$ cat src/rtl/uart_tx_if.sv
// Byte handshake between a producer and the UART transmitter.
interface uart_tx_if #(
    parameter int unsigned DATA_BITS = 8
);
    logic [DATA_BITS-1:0] tx_data;
    logic                 tx_valid;
    logic                 tx_ready;
    logic                 parity_en;
    logic                 parity_odd;

    modport master (
        output tx_data,
        output tx_valid,
        output parity_en,
        output parity_odd,
        input  tx_ready
    );

    modport slave (
        input  tx_data,
        input  tx_valid,
        input  parity_en,
        input  parity_odd,
        output tx_ready
    );
endinterface

$ cat src/rtl/uart_tx.sv
// UART transmit serializer: start, LSB-first data, optional parity, stop bits.
// Bit boundaries are the rising edges of baud_clk seen in the clk domain.
module uart_tx #(
    parameter int unsigned DATA_BITS = 8,
    parameter int unsigned STOP_BITS = 1
) (
    input  logic      clk,
    input  logic      reset,
    input  logic      baud_clk,
    uart_tx_if.slave  bus,
    output logic      serial_out,
    output logic      tx_busy,
    output logic      tx_done
);
    localparam int unsigned CNT_W = 3;
    localparam logic [CNT_W-1:0] LAST_BIT  = CNT_W'(DATA_BITS - 1);
    localparam logic             LAST_STOP = 1'(STOP_BITS - 1);

    typedef enum logic [2:0] {
        S_IDLE,
        S_SYNC,
        S_START,
        S_DATA,
        S_PARITY,
        S_STOP
    } state_t;

    state_t               r_state;
    state_t               w_state_nxt;
    logic                 r_baud_q;
    logic                 w_tick;
    logic                 r_ready;
    logic [DATA_BITS-1:0] r_shift;
    logic [DATA_BITS-1:0] w_shift_nxt;
    logic [CNT_W-1:0]     r_bit_cnt;
    logic [CNT_W-1:0]     w_bit_cnt_nxt;
    logic                 r_stop_cnt;
    logic                 w_stop_cnt_nxt;
    logic                 r_par_en;
    logic                 w_par_en_nxt;
    logic                 r_par_bit;
    logic                 w_par_bit_nxt;
    logic                 w_serial_nxt;
    logic                 w_done_nxt;
    logic                 w_accept;

    assign w_tick       = baud_clk & ~r_baud_q;
    assign w_accept     = bus.tx_valid & r_ready;
    assign bus.tx_ready = r_ready;

    // Baud edge detector history.
    always_ff @(posedge clk or posedge reset) begin
        if (reset) begin
            r_baud_q <= 1'b0;
        end else begin
            r_baud_q <= baud_clk;
        end
    end

    // State and registered outputs.
    always_ff @(posedge clk or posedge reset) begin
        if (reset) begin
            r_state    <= S_IDLE;
            r_shift    <= '0;
            r_bit_cnt  <= '0;
            r_stop_cnt <= 1'b0;
            r_par_en   <= 1'b0;
            r_par_bit  <= 1'b0;
            serial_out <= 1'b1;
            r_ready    <= 1'b1;
            tx_busy    <= 1'b0;
            tx_done    <= 1'b0;
        end else begin
            r_state    <= w_state_nxt;
            r_shift    <= w_shift_nxt;
            r_bit_cnt  <= w_bit_cnt_nxt;
            r_stop_cnt <= w_stop_cnt_nxt;
            r_par_en   <= w_par_en_nxt;
            r_par_bit  <= w_par_bit_nxt;
            serial_out <= w_serial_nxt;
            r_ready    <= (w_state_nxt == S_IDLE);
            tx_busy    <= (w_state_nxt != S_IDLE);
            tx_done    <= w_done_nxt;
        end
    end

    // Next-state and next-output decode; everything but the accept waits for a tick.
    always_comb begin
        w_state_nxt    = r_state;
        w_shift_nxt    = r_shift;
        w_bit_cnt_nxt  = r_bit_cnt;
        w_stop_cnt_nxt = r_stop_cnt;
        w_par_en_nxt   = r_par_en;
        w_par_bit_nxt  = r_par_bit;
        w_serial_nxt   = serial_out;
        w_done_nxt     = 1'b0;

        case (r_state)
            S_IDLE: begin
                w_serial_nxt = 1'b1;
                if (w_accept) begin
                    w_shift_nxt    = bus.tx_data;
                    w_par_en_nxt   = bus.parity_en;
                    w_par_bit_nxt  = (^bus.tx_data) ^ bus.parity_odd;
                    w_bit_cnt_nxt  = '0;
                    w_stop_cnt_nxt = 1'b0;
                    w_state_nxt    = S_SYNC;
                end
            end
            S_SYNC: begin
                // Wait for a tick so the start bit spans a whole bit period.
                if (w_tick) begin
                    w_serial_nxt = 1'b0;
                    w_state_nxt  = S_START;
                end
            end
            S_START: begin
                if (w_tick) begin
                    w_serial_nxt  = r_shift[0];
                    w_bit_cnt_nxt = '0;
                    w_state_nxt   = S_DATA;
                end
            end
            S_DATA: begin
                if (w_tick) begin
                    if (r_bit_cnt < LAST_BIT) begin
                        w_shift_nxt   = r_shift >> 1;
                        w_serial_nxt  = r_shift[1];
                        w_bit_cnt_nxt = r_bit_cnt + CNT_W'(1);
                    end else if (r_par_en) begin
                        w_serial_nxt = r_par_bit;
                        w_state_nxt  = S_PARITY;
                    end else begin
                        w_serial_nxt   = 1'b1;
                        w_stop_cnt_nxt = 1'b0;
                        w_state_nxt    = S_STOP;
                    end
                end
            end
            S_PARITY: begin
                if (w_tick) begin
                    w_serial_nxt   = 1'b1;
                    w_stop_cnt_nxt = 1'b0;
                    w_state_nxt    = S_STOP;
                end
            end
            S_STOP: begin
                if (w_tick) begin
                    if (r_stop_cnt == LAST_STOP) begin
                        w_done_nxt  = 1'b1;
                        w_state_nxt = S_IDLE;
                    end else begin
                        w_stop_cnt_nxt = 1'b1;
                    end
                end
            end
            default: begin
                w_serial_nxt = 1'b1;
                w_state_nxt  = S_IDLE;
            end
        endcase
    end
endmodule
$ cat src/flat_wrapper.sv
// flat-port wrapper written by rule: the top's interface ports become plain ports
module uart_tx_flat 
#(
    parameter int unsigned DATA_BITS = 8,
    parameter int unsigned STOP_BITS = 1
)
  (clk, reset, baud_clk, serial_out, tx_busy, tx_done, bus_tx_data, bus_tx_valid, bus_parity_en, bus_parity_odd, bus_tx_ready);
  uart_tx_if #(.DATA_BITS(DATA_BITS)) bus_i ();
  input  logic clk;
  input  logic reset;
  input  logic baud_clk;
  output logic serial_out;
  output logic tx_busy;
  output logic tx_done;
  input wire logic [$bits(bus_i.tx_data)-1:0] bus_tx_data;
  input wire logic [$bits(bus_i.tx_valid)-1:0] bus_tx_valid;
  input wire logic [$bits(bus_i.parity_en)-1:0] bus_parity_en;
  input wire logic [$bits(bus_i.parity_odd)-1:0] bus_parity_odd;
  output wire logic [$bits(bus_i.tx_ready)-1:0] bus_tx_ready;
  assign bus_i.tx_data = bus_tx_data;
  assign bus_i.tx_valid = bus_tx_valid;
  assign bus_i.parity_en = bus_parity_en;
  assign bus_i.parity_odd = bus_parity_odd;
  assign bus_tx_ready = bus_i.tx_ready;
  uart_tx #(.DATA_BITS(DATA_BITS), .STOP_BITS(STOP_BITS)) u_core (.clk(clk), .reset(reset), .baud_clk(baud_clk), .bus(bus_i), .serial_out(serial_out), .tx_busy(tx_busy), .tx_done(tx_done));
endmodule
$ cat config.mk
export PLATFORM = sky130hd
export DESIGN_NAME = uart_tx_flat
export DESIGN_NICKNAME = d
export VERILOG_FILES = /design/src/rtl/uart_tx_if.sv /design/src/rtl/uart_tx.sv /design/src/flat_wrapper.sv
export SDC_FILE = /design/constraint.sdc
export NUM_CORES = 1
export LEC_CHECK = 0
export CORE_AREA = 2 2 50 52
export CTS_BUF_LIST = sky130_fd_sc_hd__clkbuf_8
export CTS_CLUSTER_SIZE = 28
export DETAILED_ROUTE_END_ITERATION = 8
export DIE_AREA = 0 0 52 54
export GPL_ROUTABILITY_DRIVEN = 0
export PLACE_DENSITY = 0.78
export SYNTH_ARGS = -nofsm -noshare
export SYNTH_HDL_FRONTEND = slang
export SYNTH_SLANG_ARGS = --single-unit
$ cat constraint.sdc
create_clock -name clk -period 1.97 [get_ports clk]
set_input_delay 0.394 -clock clk [delete_from_list [all_inputs] [get_ports clk]]
set_output_delay 0.394 -clock clk [all_outputs]
set_load 0.005 [all_outputs]
==> key figures, run 1 <==
STA
  • Final Max Tran Viols: 0
  • Slew headroom: 70.7%
  • # setup viols final: 0
  • Tmin final: 1.76 ns
  • RSZ-0062 raised after global routing: false
  • Setup TNS: 0 ns
  • Layout Skew: between 0.005 and 0.006 ns
  • Worst hold slack: 0.387 ns
  • Final setup margin: between 0.2 and 0.25 ns
  • Fmax: 569 MHz
  • Period utilisation layout: ~89%
  • Worst-margin pin slew: 0.440 ns
  • Fin. Hold Viols: 0

Power
  • Sw Pwr: 0.000650 W
  • Sequential power share: 39.5%
  • Worst IR Drop VDD: 681 uV
  • Pwr per Cell Area: 1310 nW/um^2
  • Logic gate share of total power: between 40% and 50%
  • P_int: 0.00121 W
  • Clock power share: 14.9%
  • Net switching fraction of the power: 34.9%
  • P_leak: 0.609 nW

Die
  • # IOs: 18
  • Initial Utilization: 50.7%
  • Number of core rows: 18
  • Core area: 2320 sq um
  • Die H: 54 um
  • Die ar.: around 2800 sq um
  • Die Wd: 52 um

Final layout
  • Layout area overhead: 21.1%
  • Nets@finish: 141
  • Fillers: between 150 and 200
  • Post-route insts no fill: roughly 160
  • Commonest non-fill, non-tap cells in the layout: 19 x dfrtp_1, 17 x clkdlybuf4s50_1, 13 x mux2_2, 8 x nor2_1, 6 x nand2_1
  • Share of layout cells above drive strength 1: between 20% and 30%
  • ANT cells: 0
  • Most common cell after layout, fill and taps aside: dfrtp_1

Logic synthesis
  • Area contributors post-synth: dfrtp_1 40%, mux2_2 12%, dfstp_2 4.5%
  • Cell taking the most area after synthesis: dfrtp_1
  • Post-synthesis cell count: 105
  • Mapped Area: 1180 sq um
  • Synth Register Bits: 21
  • Share of the synthesized area in the top cell type: 40.4%
  • Number of synthesized flops with an enable pin: 0
  • Post-synthesis sequential area ratio: approximately 45%
  • Synthesized area per cell: around 11 sq um
  • Ys flop type: dfrtp_1
  • Fraction of registers with async set/reset: 100%
  • Synth unique cells: 39
  • Mapped Nets: 120
  • YS warnings: 0

Detailed routing
  • Via/cell ratio: between 5 and 6
  • WL/cell: 14.5 um
  • Total number of vias: 858
  • # DRC: 0
  • ANT nets after route: 0
  • TritonRoute pass-1 iters: 4
  • Detailed-route wire length: between 2000 and 2500 um
  • DR iter-0 viols: 13

Outcome
  • Run status: finished, final reports clean

Global route
  • Vias in the first global route: 834
  • Congestion Overflow GR: 0
  • Overall routing resource usage: 18.5%
  • Largest net degree at the start of global routing: 15
  • Initial antenna violation count: 0
  • Global-route wire length before repair: 3710 um

CTS
  • Clock buffer depth: 2
  • CTS buffer count: 3
  • Post-CTS Hold Fix Bufs: 0
  • CTS root buf: clkbuf_8
  • CTS tree: yes
  • Clock Sinks: 21
  • CTS H-tree depth: 1
  • Post-cts sizing count: 0
  • Worst-path clk slew: 0.07 ns
  • Clk_lat worst skew: 0.26 ns
  • Post-CTS Setup Bufs: 0

Worst setup path
  • Worst Path Max Fanout: 14
  • Crit. End Element: flip-flop
  • Critical path startpoint category: flip-flop
  • R2R depth: 4
  • Data required time of the worst path: 2.12 ns
  • Setup CP Type: reg -> reg
  • Worst EP arrival: 1.90 ns

Place
  • IO buf count: 17
  • Pre-CTS WS: 0.0785 ns
  • DP Wirelength: approximately 1700 um
  • DP Cell Count: 151

Hold path
  • Hold WC Path Type: in -> async

Job
  • Max cap viols: 0
## cell usage after synthesis, types with 2 or more instances
cell type and count:
buf_6 2, nand3_1 3, dfstp_2 2, clkbuf_1 2, xor2_1 2, inv_1 2
nor2_1 8, a32o_1 3, a21oi_1 5, or2_2 2, nor2b_1 2, and3_1 2
o21ai_0 5, mux2i_1 2, xnor2_1 4, dfrtp_1 19, nand2_1 6, mux2_2 13
## layer usage
metal	global-route usage (%)	wire length (um)	part of all wire (%)	vias to the layer above
met5	0	0	0	-
met4	9.21	53	2.4	0
met3	5.28	112	5.0	6
met2	29.5	1130	50	21
met1	22.8	951	42	413
li1	-	-	-	418
## power by group through the flow
stage / logic (W) / clock network [W] / registers, W
floorplan: 0.000773 / 0 / 0.000675
global placement: 0.000819 / 0 / 0.000734
detailed placement: 0.000847 / 0 / 0.000744
CTS: 0.000856 / 0.000282 / 0.000737
global route: 0.000931 / 0.000300 / 0.000765
finish: 0.000849 / 0.000276 / 0.000735
## state kept, by name (all words and copies together) (netlist names)
| signal | cells |
|---|---|
| u_core.bus.tx_ready | 1 |
| u_core.r_baud_q | 1 |
| u_core.r_bit_cnt | 3 |
| u_core.r_par_bit | 1 |
| u_core.r_par_en | 1 |
| u_core.r_shift | 8 |
| u_core.r_state | 3 |
| u_core.serial_out | 1 |
| u_core.tx_busy | 1 |
| u_core.tx_done | 1 |
## metrics by stage
stage	utilization (%)	area (sq um)	total power [W]
final	61.4	1420	0.00186
after global routing	61.4	1420	0.00200
after CTS	61.4	1420	0.00188
after detailed placement	59.4	1380	0.00159
after global placement	59.4	1380	0.00155
after floorplan	-	1180	0.00145
## critical path, cell delays in order, from the launching register on
cell	delay, ns
dfrtp_1	0.62
nor3_2	0.13
and3_4	0.23
o22ai_4	0.29
mux2_2	0.38
## final timing paths
check | start | to | slack, ns
min in group clk | u_core.r_shift[7]$_DFFE_PP0P_ | u_core.r_shift[7]$_DFFE_PP0P_ | 0.51
worst max-delay path | u_core.r_state[1]$_DFF_PP0_ | u_core.r_shift[4]$_DFFE_PP0P_ | 0.21
worst min register to register | u_core.r_shift[7]$_DFFE_PP0P_ | u_core.r_shift[7]$_DFFE_PP0P_ | 0.51
max in group asynchronous | reset | u_core.r_bit_cnt[0]$_DFFE_PP0P_ | 1.10
worst min-delay path | reset | u_core.r_baud_q$_DFF_PP0_ | 0.39
worst max register to register | u_core.r_state[1]$_DFF_PP0_ | u_core.r_shift[4]$_DFFE_PP0P_ | 0.21
## final cells by class
cell class / count / area [sq um] / share of cell area, %
inverters: 2 / 7.51 / 0.527
flip-flops and latches: 21 / 528 / 37.1
clock inverters: 1 / 3.75 / 0.264
multi-input cells: 77 / 606 / 42.5
well taps: 30 / 37.5 / 2.64
repair buffers: 21 / 200 / 14.1
clock buffers: 3 / 41.3 / 2.90
## cells by family (layout without fill, tap and decap cells)
family	after synthesis	count (layout)	synth area share, %
AND/OR/NAND/NOR	34	34	17.1
flip-flops	21	21	44.9
AO/OA/AOI/OAI	20	20	12.8
multiplexers	15	15	14.1
XOR/XNOR	7	7	6.38
buffers and inverters	7	27	3.62
adder cells (fa/ha/maj)	1	1	1.06
Note: power is estimated with default switching activity, not from simulation.
==> inputs of run 2 (changes only) <==
--- a/config.mk
+++ b/config.mk
@@ -7,7 +7,7 @@
 export LEC_CHECK = 0
 export CORE_AREA = 2 2 50 52
 export CTS_BUF_LIST = sky130_fd_sc_hd__clkbuf_8
-export CTS_CLUSTER_SIZE = 28
+export CTS_CLUSTER_SIZE = 24
 export DETAILED_ROUTE_END_ITERATION = 8
 export DIE_AREA = 0 0 52 54
 export GPL_ROUTABILITY_DRIVEN = 0
==> results of run 2 <==
The final DEF is identical to that of run 1; final timing and power are the same.
==> inputs of run 3 (changes only) <==
--- a/config.mk
+++ b/config.mk
@@ -5,13 +5,14 @@
 export SDC_FILE = /design/constraint.sdc
 export NUM_CORES = 1
 export LEC_CHECK = 0
-export CORE_AREA = 2 2 50 52
+export CORE_AREA = 2 2 55 57
 export CTS_BUF_LIST = sky130_fd_sc_hd__clkbuf_8
 export CTS_CLUSTER_SIZE = 24
 export DETAILED_ROUTE_END_ITERATION = 8
-export DIE_AREA = 0 0 52 54
+export DIE_AREA = 0 0 57 59
 export GPL_ROUTABILITY_DRIVEN = 0
-export PLACE_DENSITY = 0.78
+export PLACE_DENSITY = 0.66
+export SLEW_MARGIN = 20
 export SYNTH_ARGS = -nofsm -noshare
 export SYNTH_HDL_FRONTEND = slang
 export SYNTH_SLANG_ARGS = --single-unit
==> key figures, run 3 (synthesis gave the netlist of run 1 again) <==
CTS
  • CTS H-tree depth: 1 (unchanged)
  • Post-CTS Hold Fix Bufs: 0 (unchanged)
  • CTS buffer count: 3 (unchanged)
  • CTS root buf: clkbuf_8
  • Post-cts sizing count: 0 (unchanged)
  • Clk_lat worst skew: 0.26 ns (about the same)
  • CTS tree: yes
  • Clock buffer depth: 2 (unchanged)
  • Post-CTS Setup Bufs: 0 (unchanged)
  • Clock Sinks: 21 (unchanged)
  • Worst-path clk slew: 0.08 ns (about the same)

STA
  • Setup TNS: 0 ns (unchanged)
  • Slew headroom: 68.1% (-2.6 points)
  • Layout Skew: 0.00924 ns (+0.00379 ns)
  • Final setup margin: 0.217 ns (+0.00274 ns)
  • Worst hold slack: 0.445 ns (+0.0579 ns)
  • # setup viols final: 0 (unchanged)
  • Tmin final: 1.75 ns (-0.00274 ns)
  • Period utilisation layout: 89.0% (-0.14 points)
  • Fmax: 570 MHz (+0.16%)
  • Worst-margin pin slew: 0.478 ns (+0.0386 ns)
  • RSZ-0062 raised after global routing: false
  • Final Max Tran Viols: 0 (unchanged)
  • Fin. Hold Viols: 0 (unchanged)

Die
  • Die H: 59 um (+9.3%)
  • Core area: 2710 sq um (+17%)
  • Initial Utilization: 43.4% (-7.3 points)
  • Die Wd: 57 um (+9.6%)
  • Die ar.: 3360 sq um (+20%)
  • Number of core rows: 19 (+1)
  • # IOs: 18 (unchanged)

Power
  • Pwr per Cell Area: 1310 nW/um^2 (+0.57%)
  • P_int: 0.00121 W (about the same)
  • Overall Power: 0.00187 W (+0.65%)
  • Worst IR Drop VDD: 899 uV (+32%)
  • Sequential power share: 39.5% (about the same)
  • P_leak: 0.609 nW (unchanged)
  • Net switching fraction of the power: 35.4% (+0.46 points)
  • Logic gate share of total power: 45.8% (+0.2 points)
  • Clock power share: 14.8% (about the same)
  • Sw Pwr: 0.000662 W (+2.0%)

Global route
  • Vias in the first global route: 861 (+3.2%)
  • Congestion Overflow GR: 0 (unchanged)
  • Overall routing resource usage: 15.2% (-3.3 points)
  • Largest net degree at the start of global routing: 15 (unchanged)
  • Initial antenna violation count: 0 (unchanged)
  • Global-route wire length before repair: 3900 um (+5.0%)

Detailed routing
  • Detailed-route wire length: 2330 um (+3.5%)
  • Total number of vias: 848 (-1.2%)
  • WL/cell: 14.9 um (+2.9%)
  • TritonRoute pass-1 iters: 4 (unchanged)
  • # DRC: 0 (unchanged)
  • Via/cell ratio: 5.44 (-1.8%)
  • DR iter-0 viols: 15 (+2)
  • ANT nets after route: 0 (unchanged)

Outcome
  • Run status: finished, final reports clean

Final layout
  • Nets@finish: 141 (unchanged)
  • Top reg by flops: u_core.r_shift
  • ANT cells: 0 (unchanged)
  • Max FFs per register: 8 (unchanged)
  • Share of layout cells above drive strength 1: 22.4% (unchanged)
  • Post-route insts no fill: 156 (+0.65%)
  • Commonest non-fill, non-tap cells in the layout: 19 x dfrtp_1, 17 x clkdlybuf4s50_1, 13 x mux2_2, 8 x nor2_1, 6 x nand2_1
  • Most common cell after layout, fill and taps aside: dfrtp_1
  • Fillers: 266 (+36%)
  • Layout area overhead: 21.2% (about the same)
  • Regs by FF count: u_core.r_shift x8, u_core.r_bit_cnt x3, u_core.r_state x3

Worst setup path
  • Flop2flop setup slack: 0.22 ns (about the same)
  • Crit. End Element: flip-flop
  • FF-to-FF End: u_core.r_shift[6]$_DFFE_PP0P_
  • Worst Path Max Fanout: 14 (unchanged)
  • Setup CP Type: reg -> reg
  • FF-to-FF Start: u_core.r_state[1]$_DFF_PP0_
  • Data required time of the worst path: 2.11 ns (about the same)
  • R2R depth: 4 (unchanged)
  • Critical path startpoint category: flip-flop
  • Worst EP arrival: 1.90 ns (about the same)

Place
  • Pre-CTS WS: 0.0645 ns (-0.0140 ns)
  • IO buf count: 17 (unchanged)
  • DP Wirelength: 1800 um (+5.4%)
  • DP Cell Count: 152 (+0.66%)

Hold path
  • Hold WC Path Type: in -> async

Job
  • Max cap viols: 0 (unchanged)
run 3: cell counts in the layout (fill, tap and decap cells not counted):
No cell type changed its count.
run 3: power by group through the flow:
stage	registers [W]	logic (W)	clock network (W)
final	0.000739	0.000857	0.000277
after floorplan	0.000675	0.000773	0
after detailed placement	0.000745	0.000863	0
after global placement	0.000737	0.000829	0
after global routing	0.000764	0.000943	0.000301
after CTS	0.000739	0.000862	0.000286
run 3: worst max-delay path, stage by stage, from the launching register on:
cell      delay (ns)
dfrtp_1         0.62
nand3b_4        0.24
nor2_1          0.29
o22ai_4         0.17
mux2_2          0.30
run 3: area by class of cell:
cell class                 instances  area, sq um  area share [%]
multi-input combinational         77          606            42.5
sequential                        21          528            37.0
timing repair buffer              21          200            14.0
clock buffer                       3         41.3            2.90
tap                               31         38.8            2.72
inverter                           2         7.51           0.527
clock inverter                     1         3.75           0.263
run 3: routing by layer:
layer  part of all wire (%)  track usage, %  wire length [um]
met1                     48            20.6              1120
met3                    4.1            4.80                96
met2                     47            24.3              1090
met4                   0.56            2.66                13
met5                      0               0                 0
run 3: worst max-delay path by stage:
stage	startpoint	to	depth (start not counted)
6_report	u_core.r_state[1]$_DFF_PP0_	u_core.r_shift[6]$_DFFE_PP0P_	4
2_1_floorplan	u_core.r_state[0]$_DFF_PP0_	u_core.r_shift[1]$_DFFE_PP0P_	5
4_1_cts	u_core.r_state[1]$_DFF_PP0_	u_core.r_shift[6]$_DFFE_PP0P_	4
3_5_place_dp	baud_clk	u_core.r_shift[1]$_DFFE_PP0P_	5
5_1_grt	u_core.r_state[1]$_DFF_PP0_	u_core.r_shift[6]$_DFFE_PP0P_	4
3_3_place_gp	baud_clk	u_core.r_shift[2]$_DFFE_PP0P_	5
run 3: stage by stage:
| step | util (%) | cell area, sq um |
|---|---|---|
| 2_1_floorplan | - | 1180 |
| 3_3_place_gp | 50.9 | 1380 |
| 3_5_place_dp | 50.9 | 1380 |
| 4_1_cts | 52.6 | 1430 |
| 5_1_grt | 52.6 | 1430 |
| 6_report | 52.6 | 1430 |
